--- src/rtl/fetch_pkg.sv ---
// ---------------------------------------------------------------------------
// fetch_pkg
// Shared types and constants for the instruction fetch stage.
//   state_t      : fetch FSM state encoding (2 bits)
//   OPC_W        : width of the opcode field handed to decoder3_8
//   HALT_OPC_DEF : default opcode that stops fetching once consumed
//   opcode_of()  : pulls the opcode field (top OPC_W bits) out of an
//                  instruction word of arbitrary width up to 64 bits
// ---------------------------------------------------------------------------
package fetch_pkg;

    typedef enum logic [1:0] {
        ST_IDLE  = 2'd0,
        ST_FETCH = 2'd1,
        ST_HOLD  = 2'd2,
        ST_HALT  = 2'd3
    } state_t;

    localparam int OPC_W = 3;

    localparam logic [OPC_W-1:0] HALT_OPC_DEF = 3'b111;

    // The word is passed zero-extended to 64 bits together with its real
    // width, so one function serves every INSTR_W the stage is built with.
    function automatic logic [OPC_W-1:0] opcode_of(input logic [63:0] word,
                                                   input int          instr_w);
        return word[instr_w-1 -: OPC_W];
    endfunction

endpackage

--- src/rtl/fetch_stage.sv ---
// ---------------------------------------------------------------------------
// fetch_stage
// Instruction fetch stage feeding the 3-to-8 opcode decoder.
// Owns the PC, fetches over a REQ/ACK handshake, holds the word in IR until
// the execute side consumes it, and stops for good after a HALT opcode.
//
// Ports:
//   clk        in   clock, rising edge
//   rst_n      in   asynchronous active-low reset
//   imem_req   out  fetch request (high in FETCH)
//   imem_addr  out  fetch address (= PC)
//   imem_ack   in   imem_data valid this cycle
//   imem_data  in   instruction word
//   adv        in   execute side consumes the held instruction
//   br_taken   in   redirect fetch to br_target
//   br_target  in   redirect address
//   ir         out  instruction register
//   ir_valid   out  IR holds an unconsumed instruction
//   opc        out  opcode field of IR while valid, else 0 (to decoder ENC)
//   halted     out  fetch stopped
// ---------------------------------------------------------------------------
module fetch_stage
    import fetch_pkg::*;
#(
    parameter int               PC_W     = 7,
    parameter int               INSTR_W  = 8,
    parameter logic [PC_W-1:0]  RESET_PC = '0,
    parameter logic [OPC_W-1:0] HALT_OPC = HALT_OPC_DEF
) (
    input  logic               clk,
    input  logic               rst_n,
    output logic               imem_req,
    output logic [PC_W-1:0]    imem_addr,
    input  logic               imem_ack,
    input  logic [INSTR_W-1:0] imem_data,
    input  logic               adv,
    input  logic               br_taken,
    input  logic [PC_W-1:0]    br_target,
    output logic [INSTR_W-1:0] ir,
    output logic               ir_valid,
    output logic [OPC_W-1:0]   opc,
    output logic               halted
);

    state_t             state_reg, state_next;
    logic [PC_W-1:0]    pc_reg, pc_next;
    logic [INSTR_W-1:0] ir_reg, ir_next;
    logic [OPC_W-1:0]   ir_opc;

    assign ir_opc = opcode_of(64'(ir_reg), INSTR_W);

    always_ff @(posedge clk or negedge rst_n) begin
        if (!rst_n) begin
            state_reg <= ST_IDLE;
            pc_reg    <= RESET_PC;
            ir_reg    <= '0;
        end else begin
            state_reg <= state_next;
            pc_reg    <= pc_next;
            ir_reg    <= ir_next;
        end
    end

    // Branch redirect outranks both ACK and ADV: a word returned in the same
    // cycle belongs to the wrong path and is dropped without touching IR.
    always_comb begin
        state_next = state_reg;
        pc_next    = pc_reg;
        ir_next    = ir_reg;
        case (state_reg)
            ST_IDLE: begin
                state_next = ST_FETCH;
            end
            ST_FETCH: begin
                if (br_taken) begin
                    pc_next    = br_target;
                    state_next = ST_FETCH;
                end else if (imem_ack) begin
                    ir_next    = imem_data;
                    pc_next    = pc_reg + PC_W'(1);  // wraps all-ones -> 0
                    state_next = ST_HOLD;
                end
            end
            ST_HOLD: begin
                if (br_taken) begin
                    pc_next    = br_target;
                    state_next = ST_FETCH;
                end else if (adv) begin
                    state_next = (ir_opc == HALT_OPC) ? ST_HALT : ST_FETCH;
                end
            end
            ST_HALT: begin
                state_next = ST_HALT;
            end
            default: begin
                state_next = ST_IDLE;
            end
        endcase
    end

    // Moore decodes; opc depends only on IR and state so no input reaches it.
    assign imem_req  = (state_reg == ST_FETCH);
    assign imem_addr = pc_reg;
    assign ir        = ir_reg;
    assign ir_valid  = (state_reg == ST_HOLD);
    assign halted    = (state_reg == ST_HALT);
    assign opc       = ir_valid ? ir_opc : '0;

endmodule

--- config.mk ---
export PLATFORM = sky130hd
export DESIGN_NAME = fetch_stage
export DESIGN_NICKNAME = d
export VERILOG_FILES = /design/src/rtl/fetch_pkg.sv /design/src/rtl/fetch_stage.sv
export SDC_FILE = /design/constraint.sdc
export NUM_CORES = 1
export LEC_CHECK = 0
export ABC_CLOCK_PERIOD_IN_PS = 1900
export CORE_MARGIN = 2
export CORE_UTILIZATION = 40
export DETAILED_ROUTE_END_ITERATION = 8
export PLACE_DENSITY = 0.77
export SLEW_MARGIN = 40
export SYNTH_ARGS = -nofsm -noshare
export SYNTH_HDL_FRONTEND = slang
export SYNTH_SLANG_ARGS = --single-unit
--- constraint.sdc ---
create_clock -name clk -period 1.9 [get_ports clk]
set_clock_uncertainty 0.1 [all_clocks]
set_input_delay 0.19 -clock clk [delete_from_list [all_inputs] [get_ports clk]]
set_output_delay 0.19 -clock clk [all_outputs]
set_load 0.02 [all_outputs]
==> run summary, run 1 <==
CTS clk-pin slew, worst paths: 0.10 ns
DR vias: 810
Initial antenna violation count: 0
Share of cells above drive strength 1: 0.117
Final GP Congestion: 0.759
Signal arrival time at the worst endpoint: 1.47 ns
Pwr dens: 1160 nW/um^2
DP Wirelength: 1.78 mm
Drc violations: 0
Cell Rows: 17
Cell Area, Synth: 915 sq um
Clock tree buffer depth: 2
Root buf cell: clkbuf_4
Die X: 51.8 um
Slew headroom: 0.744
Routed wire length per instance: 14.3 um
Most common cell after layout, fill and taps aside: clkdlybuf4s50_1
Number of max-cap violations: 0
Total Wirelength: 2.24 mm
Top-area cell type share of the netlist area: 0.465
Number of flops mapped to enable cells by yosys: 0
CTS Hold Bufs: 0
Design Area, Final: 1370 sq um
Fill cells: 186
Fmax: 0.567 GHz
Final WS setup: 0.135 ns
Post-synthesis compound-gate area fraction: 0.190
Starting Density: 0.417
Place WS: 0.0764 ns
GRT Util Overall: 0.189
Post-route minimum period: 1.76 ns
IO buf count: 40
Cells after Synth: 84
Max FFs per register: 8
Prevailing post-synth register cell: dfrtp_1
Synthesized-area fraction occupied by and/or/nand/nor cells: 0.175
Die H: 51.8 um
Mapped Nets: 105
Largest net degree at the start of global routing: 18
GRT overflow: 0
Hold crit path type: input port to asynchronous set/reset pin
Clock buffer count from CTS: 3
Max FO, Critical Path: 5
Post-route ant nets: 0
Drt first pass iters: 5
Yosys top cell by area: dfrtp_1
Antenna diode count: 0
Post-synthesis sequential area ratio: 0.465
Nets: 150
CP required: 1.61 ns
Avg Cell Area, Syn: 10.9 sq um
Status: completed
Leading cell types in the layout, fill and taps excluded: 35 x clkdlybuf4s50_1, 17 x dfrtp_1, 8 x mux2_1
Number of global-route vias before repair: 802
Setup TNS Final: 0 ns
Placed Area: 1350 sq um
Post-synthesis cell type count: 36
Largest family of logic cells by synthesized area: compound AO/OA/AOI/OAI gates
Mux cell area share after synthesis: 0.109
Leakage power: 0.591 nW
Final max-slew violation count: 0
Worst VDD drop: 0.773 mV
Overall Power: 1.60 mW
DRT iter0 DRCs: 13
#FFs+latches synth: 17
Total core area: 2190 sq um
IO Count: 41
Area grow syn2layout: 49.8%
# setup viols final: 0
Worst setup path class: flip-flop to output port
Drt via density: 5.19
Startpoint types: flip-flop
Final Cycle Share: 0.929
Final Hold Vio Count: 0
CTS tree: done
Crit end category: output port
# H-tree levels: 1
Worst skew pair latency: 0.30 ns
Worst-Margin Slew: 0.383 ns
CTS sink count: 17
Post-Synth Adder-Cell Area: 0.0137
RSZ-0062 raised after global routing: no
Area contributors post-synth: dfrtp_1 47%, mux2_1 9.8%, and2_1 3.4%
XOR/XNOR share of the synthesized area: 0
Syn. warnings: 0
Async S/R FF share, synth: 1.00
First-pass GRT wire length: 3.73 mm
Die area: 2690 sq um
## critical path, stage by stage (launching register included)
cell,delay [ns]
dfrtp_1,0.44
and2_1,0.15
clkdlybuf4s50_1,0.59
## where the power goes
group          total [mW]  switching [mW]  internal (mW)
clock               0.195           0.116         0.0784
combinational       0.756           0.351          0.405
sequential          0.645           0.138          0.507
total                1.60           0.605          0.990
## stage by stage
| stage | utilization | instances | hold WS [ns] |
|---|---|---|---|
| floorplan | - | 84 | -0.206 |
| global placement | 0.614 | 152 | 0.373 |
| detailed placement | 0.614 | 152 | 0.386 |
| CTS | 0.624 | 156 | 0.108 |
| global route | 0.625 | 156 | 0.112 |
| finish | 0.625 | 156 | 0.102 |
## cells by family after synthesis
kind of cell / count (synthesis)
mux: 9
flops: 17
buf+inv: 6
compound gates: 23
fa+ha+maj: 1
simple gates: 28
## final cells by class
| type | instances | area (sq um) | area share |
|---|---|---|---|
| multi-input cells | 61 | 447 | 0.326 |
| well taps | 28 | 35.0 | 0.0256 |
| clock inverters | 1 | 5.00 | 0.00365 |
| flip-flops and latches | 17 | 425 | 0.311 |
| inverters | 2 | 7.51 | 0.00548 |
| repair buffers | 44 | 428 | 0.312 |
| clock buffers | 3 | 22.5 | 0.0164 |
## synth_stat cells, types with 2 or more instances
library cell	n
nand3_1	2
mux2_1	8
buf_6	2
o21ai_1	2
dfrtp_1	17
o21ai_0	4
nand2_1	5
a22oi_1	2
o2bb2ai_1	3
and2_1	5
nor2_1	5
a21oi_1	4
nor4b_1	2
## per-layer routing
layer	GRT usage	routed length [um]	vias to the layer above
met5	0	0	-
met4	0.0658	34	0
met3	0.0259	76	4
met2	0.338	1200	26
met1	0.229	922	384
li1	-	-	396
## path summary, 6_finish.rpt
path | from | to | slack (ns) | cells past startpoint
worst max-delay path | state_reg[0] | halted | 0.14 | 2
worst min-delay path | rst_n | imem_addr[0] | 0.10 | 2
worst max register to register | state_reg[1] | imem_addr[6] | 0.19 | 6
worst min register to register | ir[0] | ir[0] | 0.40 | 1
max in group asynchronous | rst_n | state_reg[1] | 1.40 | 2
min in group clk | br_target[1] | imem_addr[1] | 0.37 | 3
## what timing repair did
item,in CTS,in global routing
gates resized for setup,4,1
buffers inserted,0,0
hold endpoints to repair,0,0
setup endpoints to repair,4,1
Note: power is estimated with default switching activity, not from simulation.
==> run 2, diff against run 1 <==
--- a/config.mk
+++ b/config.mk
@@ -9,6 +9,7 @@
 export CORE_MARGIN = 2
 export CORE_UTILIZATION = 40
 export DETAILED_ROUTE_END_ITERATION = 8
+export HOLD_SLACK_MARGIN = 0.12
 export PLACE_DENSITY = 0.77
 export SLEW_MARGIN = 40
 export SYNTH_ARGS = -nofsm -noshare
==> run 2 against run 1 <==
  * Power grew 0.36%
  * Die area unchanged
  * Critical path depth unchanged
  * Via count rose by 1.5%
  * Register-to-register slack is essentially flat
  * Global-route usage up 0.12 points
  * Fmax decreased by 0.30%
  * Design area is 0.73% higher
  * Sequential share of layout area decreased by 0.23 points
  * Combinational power rose by 0.5%
  * Sequential power barely moved
  * Largest power group unchanged
==> run summary, run 2 (synthesized netlist as in run 1, its figures left out) <==
Root buf cell: clkbuf_4
DR vias: 822 (+1.5%)
Final max-slew violation count: 0 (unchanged)
Number of max-cap violations: 0 (unchanged)
Die area: 2690 sq um (unchanged)
Worst Hold End: imem_addr[1]
Number of global-route vias before repair: 802 (unchanged)
Startpoint types: flip-flop
Fill cells: 186 (unchanged)
Postcts setup bufs: 0 (unchanged)
Routed wire length per instance: 14.4 um (+0.38%)
Clock tree buffer depth: 2 (unchanged)
Post-route ant nets: 0 (unchanged)
CTS sink count: 17 (unchanged)
CTS tree: done
Die H: 51.8 um (unchanged)
Leading cell types in the layout, fill and taps excluded: 35 x clkdlybuf4s50_1, 17 x dfrtp_1, 8 x mux2_1
RSZ-0062 raised after global routing: no
Hold depth: 3
Slew headroom: 0.752 (+0.00832)
IO buf count: 40 (unchanged)
Worst R2R Path Depth: 6 (unchanged)
Finished Layout Cells: 157 (+0.64%)
Post-route minimum period: 1.77 ns (+0.00526 ns)
# H-tree levels: 1 (unchanged)
Cell Rows: 17 (unchanged)
IO Count: 41 (unchanged)
Worst setup path class: flip-flop to output port
DP Wirelength: 1.78 mm (unchanged)
Total core area: 2190 sq um (unchanged)
Overall Power: 1.60 mW (+0.36%)
Reg2Reg Launch Point: state_reg[1]
Antenna diode count: 0 (unchanged)
Drt first pass iters: 5 (unchanged)
Max FO, Critical Path: 5 (unchanged)
GRT overflow: 0 (unchanged)
Leakage power: 0.595 nW (+0.71%)
Worst-Margin Slew: 0.370 ns (-0.0124 ns)
Hold crit path type: input port to flip-flop
DRT iter0 DRCs: 19 (+6)
Nets: 151 (+0.67%)
Max FFs per register: 8 (unchanged)
Place WS: 0.0764 ns (unchanged)
CP required: 1.61 ns (about the same)
Hold path start: br_target[1]
Drc violations: 0 (unchanged)
Area grow syn2layout: 50.9%
Setup TNS Final: 0 ns (unchanged)
Total Wirelength: 2.26 mm (+1.0%)
# setup viols final: 0 (unchanged)
Pwr dens: 1160 nW/um^2 (-0.37%)
Drt via density: 5.24 (+0.84%)
Fmax: 0.565 GHz (-0.30%)
GRT Util Overall: 0.190 (+0.00122)
Signal arrival time at the worst endpoint: 1.48 ns (about the same)
Initial antenna violation count: 0 (unchanged)
Status: completed
Worst skew pair latency: 0.29 ns (about the same)
Final Hold Vio Count: 0 (unchanged)
Die X: 51.8 um (unchanged)
CTS clk-pin slew, worst paths: 0.11 ns (about the same)
First-pass GRT wire length: 3.75 mm (+0.54%)
Final GP Congestion: 0.759 (unchanged)
Share of cells above drive strength 1: 0.116 (-0.000908)
Most common cell after layout, fill and taps aside: clkdlybuf4s50_1
Starting Density: 0.417 (unchanged)
Clock buffer count from CTS: 3 (unchanged)
Final WS setup: 0.130 ns (-0.00526 ns)
Final Cycle Share: 0.932 (+0.00277)
Largest net degree at the start of global routing: 18 (unchanged)
Post-Place Cells: 152 (unchanged)
Reg2Reg Setup Slack: 0.19 ns (about the same)
Crit end category: output port
FF-to-FF End: imem_addr[6]
Worst VDD drop: 0.773 mV (about the same)
==> run 2: changes by cell type in the layout (fill, tap and decap cells not counted), sizes merged <==
cell         change
dlygate4sd3      +1
==> run 2: layer usage <==
layer  vias up  track usage  wire length [um]  share of wire
met4         0       0.0658                39          0.017
met1       382        0.231               915           0.40
met2        36        0.340              1200           0.53
li1        398            -                 -              -
met5         -            0                 0              0
met3         6       0.0259               105          0.046
==> run 2: cell type report <==
class                      count  area [sq um]  area share
multi-input combinational     61           447       0.324
clock inverter                 1          5.00     0.00363
inverter                       2          7.51     0.00544
clock buffer                   3          22.5      0.0163
sequential                    17           425       0.308
timing repair buffer          45           438       0.317
tap                           28          35.0      0.0254
==> run 2: how the worst max path moves through the flow <==
stage                 start            to  slack, ns  depth (start not counted)
3_5_place_dp       imem_ack         ir[3]       0.08                          4
3_3_place_gp       imem_ack         ir[2]       0.12                          4
2_1_floorplan  imem_addr[0]  imem_addr[6]       0.31                          5
4_1_cts        state_reg[0]      ir_valid       0.02                          2
5_1_grt        state_reg[0]        halted       0.08                          2
6_report       state_reg[0]        halted       0.13                          2
==> run 2: per-stage QoR <==
stage,utilization,hold slack (ns),area (sq um)
2_1_floorplan,-,-0.206,915
3_3_place_gp,0.614,0.373,1350
3_5_place_dp,0.614,0.386,1350
4_1_cts,0.629,0.366,1380
5_1_grt,0.630,0.383,1380
6_report,0.630,0.370,1380
==> run 2: worst max-delay path, stage by stage (launching register included) <==
cell and delay, ns:
dfrtp_1 0.45, and2_1 0.15, clkdlybuf4s50_1 0.59
==> run 2: repair_timing <==
action,in CTS,in global routing
hold endpoints to repair,17,0
hold buffers,1,0
gates resized for setup,4,1
endpoints found under the setup margin,4,1
==> run 2: power breakdown <==
part / switching, mW / leakage, nW / total, mW / internal, mW
logic: 0.354 / 0.378 / 0.760 / 0.406
clock network: 0.116 / 0.0177 / 0.194 / 0.0783
registers: 0.140 / 0.200 / 0.647 / 0.507
total: 0.610 / 0.595 / 1.60 / 0.992
